==> config.mk <==
export PLATFORM = sky130hd
export DESIGN_NAME = reg_file
export DESIGN_NICKNAME = d
export VERILOG_FILES = /design/src/rtl/reg_file_pkg.sv /design/src/rtl/reg_file_rd_port.sv /design/src/rtl/reg_file.sv
export SDC_FILE = /design/constraint.sdc
export NUM_CORES = 2
export LEC_CHECK = 0
export CAP_MARGIN = 20
export CORE_MARGIN = 2
export CORE_UTILIZATION = 62
export CTS_CLUSTER_SIZE = 16
export DETAILED_ROUTE_END_ITERATION = 10
export PLACE_DENSITY_LB_ADDON = 0.3
export SYNTH_ARGS = -nofsm -noshare
export SYNTH_HDL_FRONTEND = slang
export SYNTH_HIERARCHICAL = 1
export SYNTH_SLANG_ARGS = --single-unit
export TNS_END_PERCENT = 50
==> constraint.sdc <==
create_clock -name clk -period 48.5 [get_ports clk]
set_clock_uncertainty 0.15 [all_clocks]
set_input_delay 9.7 -clock clk [delete_from_list [all_inputs] [get_ports clk]]
set_output_delay 9.7 -clock clk [all_outputs]
set_load 0.02 [all_outputs]
==> src/rtl/reg_file_pkg.sv <==
// Shared constants and the address-width helper for the register file.
package reg_file_pkg;

  localparam int LANE_BITS = 8;
  localparam int MAX_READ  = 4;

  // A depth of 1 still needs a 1-bit address bus.
  function automatic int addr_width(input int depth);
    return (depth > 32'sd1) ? $clog2(depth) : 32'sd1;
  endfunction

endpackage

==> src/rtl/reg_file_rd_port.sv <==
// One synchronous read port: range and zero-register checks, lane-wise
// write-first bypass merge, and the held output register.
module reg_file_rd_port
  import reg_file_pkg::*;
#(
  parameter int WIDTH    = 32,
  parameter int DEPTH    = 32,
  parameter int AW       = 5,
  parameter int ZERO_REG = 1
) (
  input  logic                       clk,
  input  logic                       rst,
  input  logic [WIDTH-1:0]           stored_word,
  input  logic                       wr_eff,
  input  logic [AW-1:0]              wr_addr,
  input  logic [WIDTH-1:0]           wr_data,
  input  logic [WIDTH/LANE_BITS-1:0] wr_mask,
  input  logic                       rd_en,
  input  logic [AW-1:0]              rd_addr,
  output logic [WIDTH-1:0]           rd_data
);

  localparam int NLANE = WIDTH / LANE_BITS;

  logic             in_range_s;
  logic             is_zero_s;
  logic             hit_s;
  logic [WIDTH-1:0] next_word_s;
  logic [WIDTH-1:0] rd_data_r;

  assign in_range_s = ({1'b0, rd_addr} < (AW+1)'(DEPTH));
  assign is_zero_s  = (ZERO_REG != 32'sd0) && (rd_addr == {AW{1'b0}});
  assign hit_s      = wr_eff && (wr_addr == rd_addr);

  // Select the value this port would load: zero, stored word, or bypass merge
  always_comb begin
    next_word_s = stored_word;
    if (!in_range_s || is_zero_s) begin
      next_word_s = {WIDTH{1'b0}};
    end else if (hit_s) begin
      for (int k = 0; k < NLANE; k++) begin
        if (wr_mask[k]) begin
          next_word_s[k*LANE_BITS +: LANE_BITS] = wr_data[k*LANE_BITS +: LANE_BITS];
        end else begin
          next_word_s[k*LANE_BITS +: LANE_BITS] = stored_word[k*LANE_BITS +: LANE_BITS];
        end
      end
    end else begin
      next_word_s = stored_word;
    end
  end

  // Output register; a disabled port keeps its last value
  always_ff @(posedge clk or posedge rst) begin
    if (rst) begin
      rd_data_r <= {WIDTH{1'b0}};
    end else if (rd_en) begin
      rd_data_r <= next_word_s;
    end
  end

  assign rd_data = rd_data_r;

endmodule

==> src/rtl/reg_file.sv <==
// Multi-port register file: DEPTH entries, one byte-masked write port and
// NUM_READ registered read ports with write-first bypass.
module reg_file
  import reg_file_pkg::*;
#(
  parameter  int WIDTH    = 32,
  parameter  int DEPTH    = 32,
  parameter  int NUM_READ = 2,
  parameter  int ZERO_REG = 1,
  localparam int AW       = addr_width(DEPTH)
) (
  input  logic                       clk,
  input  logic                       rst,
  input  logic                       wr_en,
  input  logic [AW-1:0]              wr_addr,
  input  logic [WIDTH-1:0]           wr_data,
  input  logic [WIDTH/LANE_BITS-1:0] wr_mask,
  input  logic [NUM_READ-1:0]        rd_en,
  input  logic [NUM_READ*AW-1:0]     rd_addr,
  output logic [NUM_READ*WIDTH-1:0]  rd_data
);

  localparam int NLANE = WIDTH / LANE_BITS;

  if (((WIDTH % LANE_BITS) != 32'sd0) || (NUM_READ < 32'sd1) || (NUM_READ > MAX_READ)) begin : g_param_check
    $error("reg_file: WIDTH must be a multiple of 8 and NUM_READ must be 1..4");
  end

  logic [WIDTH-1:0] mem_r [DEPTH];
  logic             wr_in_range_s;
  logic             wr_eff_s;
  logic [WIDTH-1:0] wr_cur_s;
  logic [WIDTH-1:0] wr_word_s;

  assign wr_in_range_s = ({1'b0, wr_addr} < (AW+1)'(DEPTH));
  assign wr_eff_s      = wr_en && wr_in_range_s &&
                         !((ZERO_REG != 32'sd0) && (wr_addr == {AW{1'b0}}));
  assign wr_cur_s      = wr_in_range_s ? mem_r[wr_addr] : {WIDTH{1'b0}};

  // Merge enabled byte lanes of the write data into the current entry
  always_comb begin
    wr_word_s = wr_cur_s;
    for (int k = 0; k < NLANE; k++) begin
      if (wr_mask[k]) begin
        wr_word_s[k*LANE_BITS +: LANE_BITS] = wr_data[k*LANE_BITS +: LANE_BITS];
      end else begin
        wr_word_s[k*LANE_BITS +: LANE_BITS] = wr_cur_s[k*LANE_BITS +: LANE_BITS];
      end
    end
  end

  // Storage array with asynchronous clear
  always_ff @(posedge clk or posedge rst) begin
    if (rst) begin
      for (int e = 0; e < DEPTH; e++) begin
        mem_r[e] <= {WIDTH{1'b0}};
      end
    end else if (wr_eff_s) begin
      mem_r[wr_addr] <= wr_word_s;
    end
  end

  for (genvar i = 0; i < NUM_READ; i++) begin : g_rd
    logic [AW-1:0]    addr_s;
    logic [WIDTH-1:0] word_s;

    assign addr_s = rd_addr[i*AW +: AW];
    assign word_s = ({1'b0, addr_s} < (AW+1)'(DEPTH)) ? mem_r[addr_s] : {WIDTH{1'b0}};

    reg_file_rd_port #(
      .WIDTH   (WIDTH),
      .DEPTH   (DEPTH),
      .AW      (AW),
      .ZERO_REG(ZERO_REG)
    ) u_rd_port (
      .clk        (clk),
      .rst        (rst),
      .stored_word(word_s),
      .wr_eff     (wr_eff_s),
      .wr_addr    (wr_addr),
      .wr_data    (wr_data),
      .wr_mask    (wr_mask),
      .rd_en      (rd_en[i]),
      .rd_addr    (addr_s),
      .rd_data    (rd_data[i*WIDTH +: WIDTH])
    );
  end

endmodule
# Yosys cells after proc, flatten, opt, wreduce, memory -nomap -nowiden
# Cells that the tools add are included.
# op_classes
magnitude_cmp	4
eq_ne	2
n_mux	28
n_bitwise	3
reduce_logical	8
# ops
op	n
bitwise mux 1024 bit	1
binary-select mux 32 bit (select 5 bit)	3
2-to-1 mux 32 bit	11
demux 32 bit (select 5 bit)	1
2-to-1 mux 8 bit	12
greater-or-equal comparator 6 bit, second input constant	3
inverter 5 -> 6 bit	3
logical NOT 5 bit	3
== test 5 bit	2
< comparator 6 x 1 -> 1 bit, second input constant	1
logical AND 1 bit	4
logical NOT 1 bit	1
# word_totals
input_bits	56
out_inout_bits	64
reg_bits	1088

# Logic depth before layout (Yosys ltp)
# logic_depth
word_depth	7
depth_mapped	12
ltp_nobuf	6

# Modules after synthesis
# Netlist, hierarchy kept.
# modules_own_cells
module	cells_per_inst	area_per_inst_um2	instances	seq_area_each_um2
reg_file	4374	62840.3	1	25624.6
reg_file_rd_port	199	1884.3	2	800.8

# Least setup slack after synthesis
# OpenSTA, ideal clock, no wires.
# synth_timing
path_type	input port to flip-flop
start	in rd_addr[5]
end	reg g_rd[1].u_rd_port.rd_data_r[13]
path_slack_ps	36278
arrival_ps	11924
cell_stages	8
path_buffers	3
required_ps	48202
cell_sequence	clkbuf_1 clkbuf_1 buf_1 mux4_2 mux4_2 o21a_1 nand2_1 o221ai_1
# synth_between
elab_chain_len	7
elab_cells_between_ends	10
cone_classes	1 x eq/ne; 6 x mux; 1 x bitwise; 2 x reduce/logical
# synth_rtl
item	line_no	source
from (decl)	reg_file.sv:19	input logic [NUM_READ*AW-1:0] rd_addr,
inverter 5 -> 6 bit (implied by the code) (*)	reg_file.sv:68	assign word_s = ({1'b0, addr_s} < (AW+1)'(DEPTH)) ? mem_r[addr_s] : {WIDTH{1'b0}};
binary-select mux 32 bit (select 5 bit) (*)	reg_file.sv:68	
2-to-1 mux 32 bit (implied by the code) (*) (2 in series)	reg_file.sv:68	
named net g_rd[1].word_s[13]	reg_file.sv:65	logic [WIDTH-1:0] word_s;
2-to-1 mux 8 bit	reg_file_rd_port.sv:42	if (wr_mask[k]) begin
2-to-1 mux 32 bit (*)	reg_file_rd_port.sv:40	end else if (hit_s) begin
2-to-1 mux 32 bit (*)	reg_file_rd_port.sv:38	if (!in_range_s || is_zero_s) begin
to (signal assigned)	reg_file_rd_port.sv:56	rd_data_r <= {WIDTH{1'b0}};
to (signal assigned)	reg_file_rd_port.sv:58	rd_data_r <= next_word_s;
to (decl)	reg_file_rd_port.sv:29	logic [WIDTH-1:0] rd_data_r;
# Mark *: on every way through the listed nets, which the timed path passes. The rest lies on a longest branch. The select of a mux whose other input is x is not followed.
# A chain may end at the register's enable or synchronous reset.

# Final worst setup path
# layout_timing
start	in wr_addr[0]
end	reg g_rd[0].u_rd_port.rd_data_r[14]
# layout_between
elab_chain_len	6
elab_cells_between_ends	7
cone_classes	1 x eq/ne; 2 x mux; 4 x reduce/logical
# layout_rtl
item	line_no	source
from (decl)	reg_file.sv:15	input logic [AW-1:0] wr_addr,
logical NOT 5 bit	reg_file.sv:37	!((ZERO_REG != 32'sd0) && (wr_addr == {AW{1'b0}}));
logical NOT 1 bit	reg_file.sv:37	
logical AND 1 bit	reg_file.sv:36	assign wr_eff_s = wr_en && wr_in_range_s &&
logical AND 1 bit (*)	reg_file_rd_port.sv:33	assign hit_s = wr_eff && (wr_addr == rd_addr);
2-to-1 mux 32 bit (*)	reg_file_rd_port.sv:40	
2-to-1 mux 32 bit (*)	reg_file_rd_port.sv:38	
to (signal assigned)	reg_file_rd_port.sv:56	
to (signal assigned)	reg_file_rd_port.sv:58	
to (decl)	reg_file_rd_port.sv:29	
# Mark *: on every way between the ends. The rest lies on a longest branch, timed or not.

==> flow_metrics.py <==
metrics = {
    "outcome": {
        "status": "completed",
    },
    "timing": {
        "max_slew_margin_pct": 15.06,
        "grt_setup_unrepaired": "false",
        "fmax_mhz": 68.56,
        "hold_violations": 0,
        "slew_violations": 0,
        "tns_ns": 0,
        "tightestPinTransition_ns": 1.274,
        "min_period_ns": 14.59,
        "finalCritPeriodShare_pct": 30.07,
        "setup_violations": 0,
    },
    "clock_network": {
        "cts_inserted_buffers": 113,
        "cts-resized-gates": 0,
        "post_cts_buffers": 0,
        "cts.htree.levels": 3,
        "cts_hold_buf": 0,
        "clk_pin_slew_ns": 0.06,
        "cts_tree": "done",
        "worstSkewPairLatency_ns": 0.72,
        "cts_buffer_depth": 3,
        "cts_sinks": 1088,
        "clockRootBuffer": "clkbuf_16",
    },
    "power_and_ir_drop": {
        "p_comb_share_pct": 25.1,
        "sequentialPowerShare_pct": 43.1,
        "intPower_mw": 2.052,
        "p_sw_uw": 887.2,
        "clkPwrFrac_pct": 31.7,
        "p_leak_nw": 30.77,
        "power-per-cell-area_nw_per_um2": 40.62,
        "irDropWorstVdd_v": 0.00002984,
        "swShare_pct": 30.18,
    },
    "place": {
        "gp_congestion": 0.9112,
        "io_buffers": 119,
        "placed_cells": 5865,
        "dpl-instance-area_um2": 68190,
        "dpl.hpwl_mm": 128.7,
    },
    "synthesis": {
        "synth-edff-count": 0,
        "netlist.area_leader.share_pct": 40.87,
        "synth_cells": 4772,
        "yosysSeqAreaShare_pct": 40.87,
        "synth_top_area_cell": "dfrtp_1",
        "yosysUniqueCellTypes": 63,
        "netlist_area_um2": 66610,
        "ys.warnings.count": 6,
        "syn_nets": 4828,
        "yosys_most_used_dff": "dfrtp_1",
        "avgSynthCellArea_um2": 13.96,
        "async_flop_share_pct": 100.0,
        "ys_ff_latch": 1088,
        "ys_top_cells_by_area": "dfrtp_1 41%, mux4_2 22%, mux2_2 16%",
    },
    "finish": {
        "postLayoutCoreUtil_pct": 67.78,
        "multi_input_area_um2": 36640,
        "final_common_cell": "dfrtp_1",
        "final_nets": 4646,
        "fillers": 7258,
        "final_cell_mix": "1,088 x dfrtp_1, 920 x mux2_2, 658 x mux4_2, 476 x mux2i_1, 176 x nand2_1",
        "area_growth_pct": 8.628,
        "drive_above_1_share_pct": 43.24,
        "final_area_um2": 72360,
        "layout.cells.non_filler": 6092,
        "seqCellArea_um2": 27230,
    },
    "route": {
        "first_iter_violations": 6841,
        "totalWireLength_mm": 228.8,
        "viasPerCell": 7.877,
        "num_vias": 47990,
        "ant_nets": 0,
        "wire_per_inst_um": 37.56,
        "drtPass1Iterations": 8,
        "drc": 0,
    },
    "worst_setup_path": {
        "worst_setup_path_end_kind": "flop",
        "path_cells": "buf_8 > buf_4 > buf_12 > buf_4 > xnor2_1 > and3_1 > buf_4 > and2_0 > o221ai_1",
        "worstPathArrival_ns": 14.98,
        "required_ns": 48.89,
        "slowest_delay_ns": 0.87,
        "worst-path-max-fanout": 118,
        "worstSetupPathType": "input port to flop",
        "critPathSlowestCell": "buf_4",
        "cp_common_cell": "buf_4",
        "cp-start-kind": "input port",
    },
    "die": {
        "die_y_um": 331.8,
        "coreArea_um2": 106800,
        "fp-row-count": 120,
        "fp.dieW_um": 331.8,
        "dieArea_um2": 110100,
        "start_util_pct": 62.40,
        "top_level_ports": 120,
    },
    "run": {
        "cap_violations": 0,
    },
    "global_routing": {
        "grt_pass1_wl_mm": 335.0,
        "grt_max_degree": 179,
        "antenna_found_initial": 7,
        "grt_pass1_vias": 48160,
        "track_usage_pct": 41.84,
        "grt-ovfl-total": 0,
    },
    "hold_path": {
        "hold_class": "flop to flop",
    },
}
-- stage by stage --
step	hold slack [ns]	worst slack [ns]	total power, mW
floorplan	0.3080	9.834	1.781
global placement	0.2465	33.16	1.956
detailed placement	0.2536	33.07	1.993
CTS	0.2665	33.85	2.916
global route	0.2804	33.74	3.039
finish	0.2681	33.91	2.939
-- registers in the layout (all words and copies together), names as in the netlist --
register                cells
mem_r                    1024
g_rd.u_rd_port/rd_data     64
-- layout make-up --
| cell class | count | area share, % |
|---|---|---|
| diodes | 4 | 0.01383 |
| clock buffers | 163 | 4.672 |
| clock inverters | 47 | 0.7833 |
| inverters | 79 | 0.4202 |
| multi-input cells | 3045 | 50.64 |
| flip-flops and latches | 1088 | 37.63 |
| well taps | 1403 | 2.426 |
| repair buffers | 263 | 3.414 |
-- cell families (layout without fill, tap and decap cells) --
kind of cell | Yosys count | count (layout) | share of synthesized area (%)
buf+inv | 639 | 552 | 4.752
flops | 1088 | 1088 | 40.87
xor+xnor | 10 | 10 | 0.1315
simple gates | 464 | 464 | 3.490
mux | 2054 | 2054 | 44.95
compound gates | 517 | 517 | 5.797
other cells | 0 | 4 | 0
-- Yosys cell counts (13+ instances only) --
cell and n:
dfrtp_1 1088, mux2_2 920, mux4_2 658, mux2i_1 476, clkbuf_1 220, buf_2 201
nand2_1 185, o22ai_1 115, a22oi_1 107, inv_1 79, nor2_1 76, o21a_1 66
nand4_1 65, o221ai_1 47, o31ai_1 41, o21ai_0 40, buf_4 38, buf_1 36
nor4_1 31, buf_6 25, clkbuf_2 25, a211oi_1 21, nor2b_1 20, o221ai_2 18
a41oi_1 13, nand3_1 13
-- final timing paths --
| check | startpoint | slack [ns] | depth (start not counted) | to |
|---|---|---|---|---|
| worst max-delay path | wr_addr[0] | 33.91 | 9 | g_rd[0].u_rd_port/rd_data[14] |
| worst min-delay path | mem_r[1018] | 0.27 | 0 | mem_r[1018] |
| worst max register to register | mem_r[593] | 45.80 | 6 | mem_r[241] |
| worst min register to register | mem_r[1018] | 0.27 | 0 | mem_r[1018] |
| max in group asynchronous | rst | 34.67 | 6 | mem_r[431] |
| min in group asynchronous | rst | 9.48 | 2 | mem_r[216] |
-- routing by layer --
layer  global-route usage [%]  up-vias  wire [um]
met1                    55.77    24650      81030
met2                    58.12     3949      94810
met4                    25.42        4      17880
met3                    16.30     1063      35050
li1                         -    18320          -
met5                        0        -         27
-- power groups by stage --
stage,Combinational [mW],Sequential (mW),Clock [mW]
floorplan,0.551,1.23,0
global placement,0.698,1.26,0
detailed placement,0.719,1.27,0
CTS,0.723,1.26,0.933
global route,0.777,1.29,0.971
finish,0.738,1.27,0.933
-- worst max-delay path, delay by kind of cell --
family / cells / cell delay, ns
buffers and inverters: 5 / 3.21
AND/OR/NAND/NOR: 2 / 1.01
AO/OA/AOI/OAI: 1 / 0.27
XOR/XNOR: 1 / 0.56
Note: power is estimated with default switching activity, not from simulation.
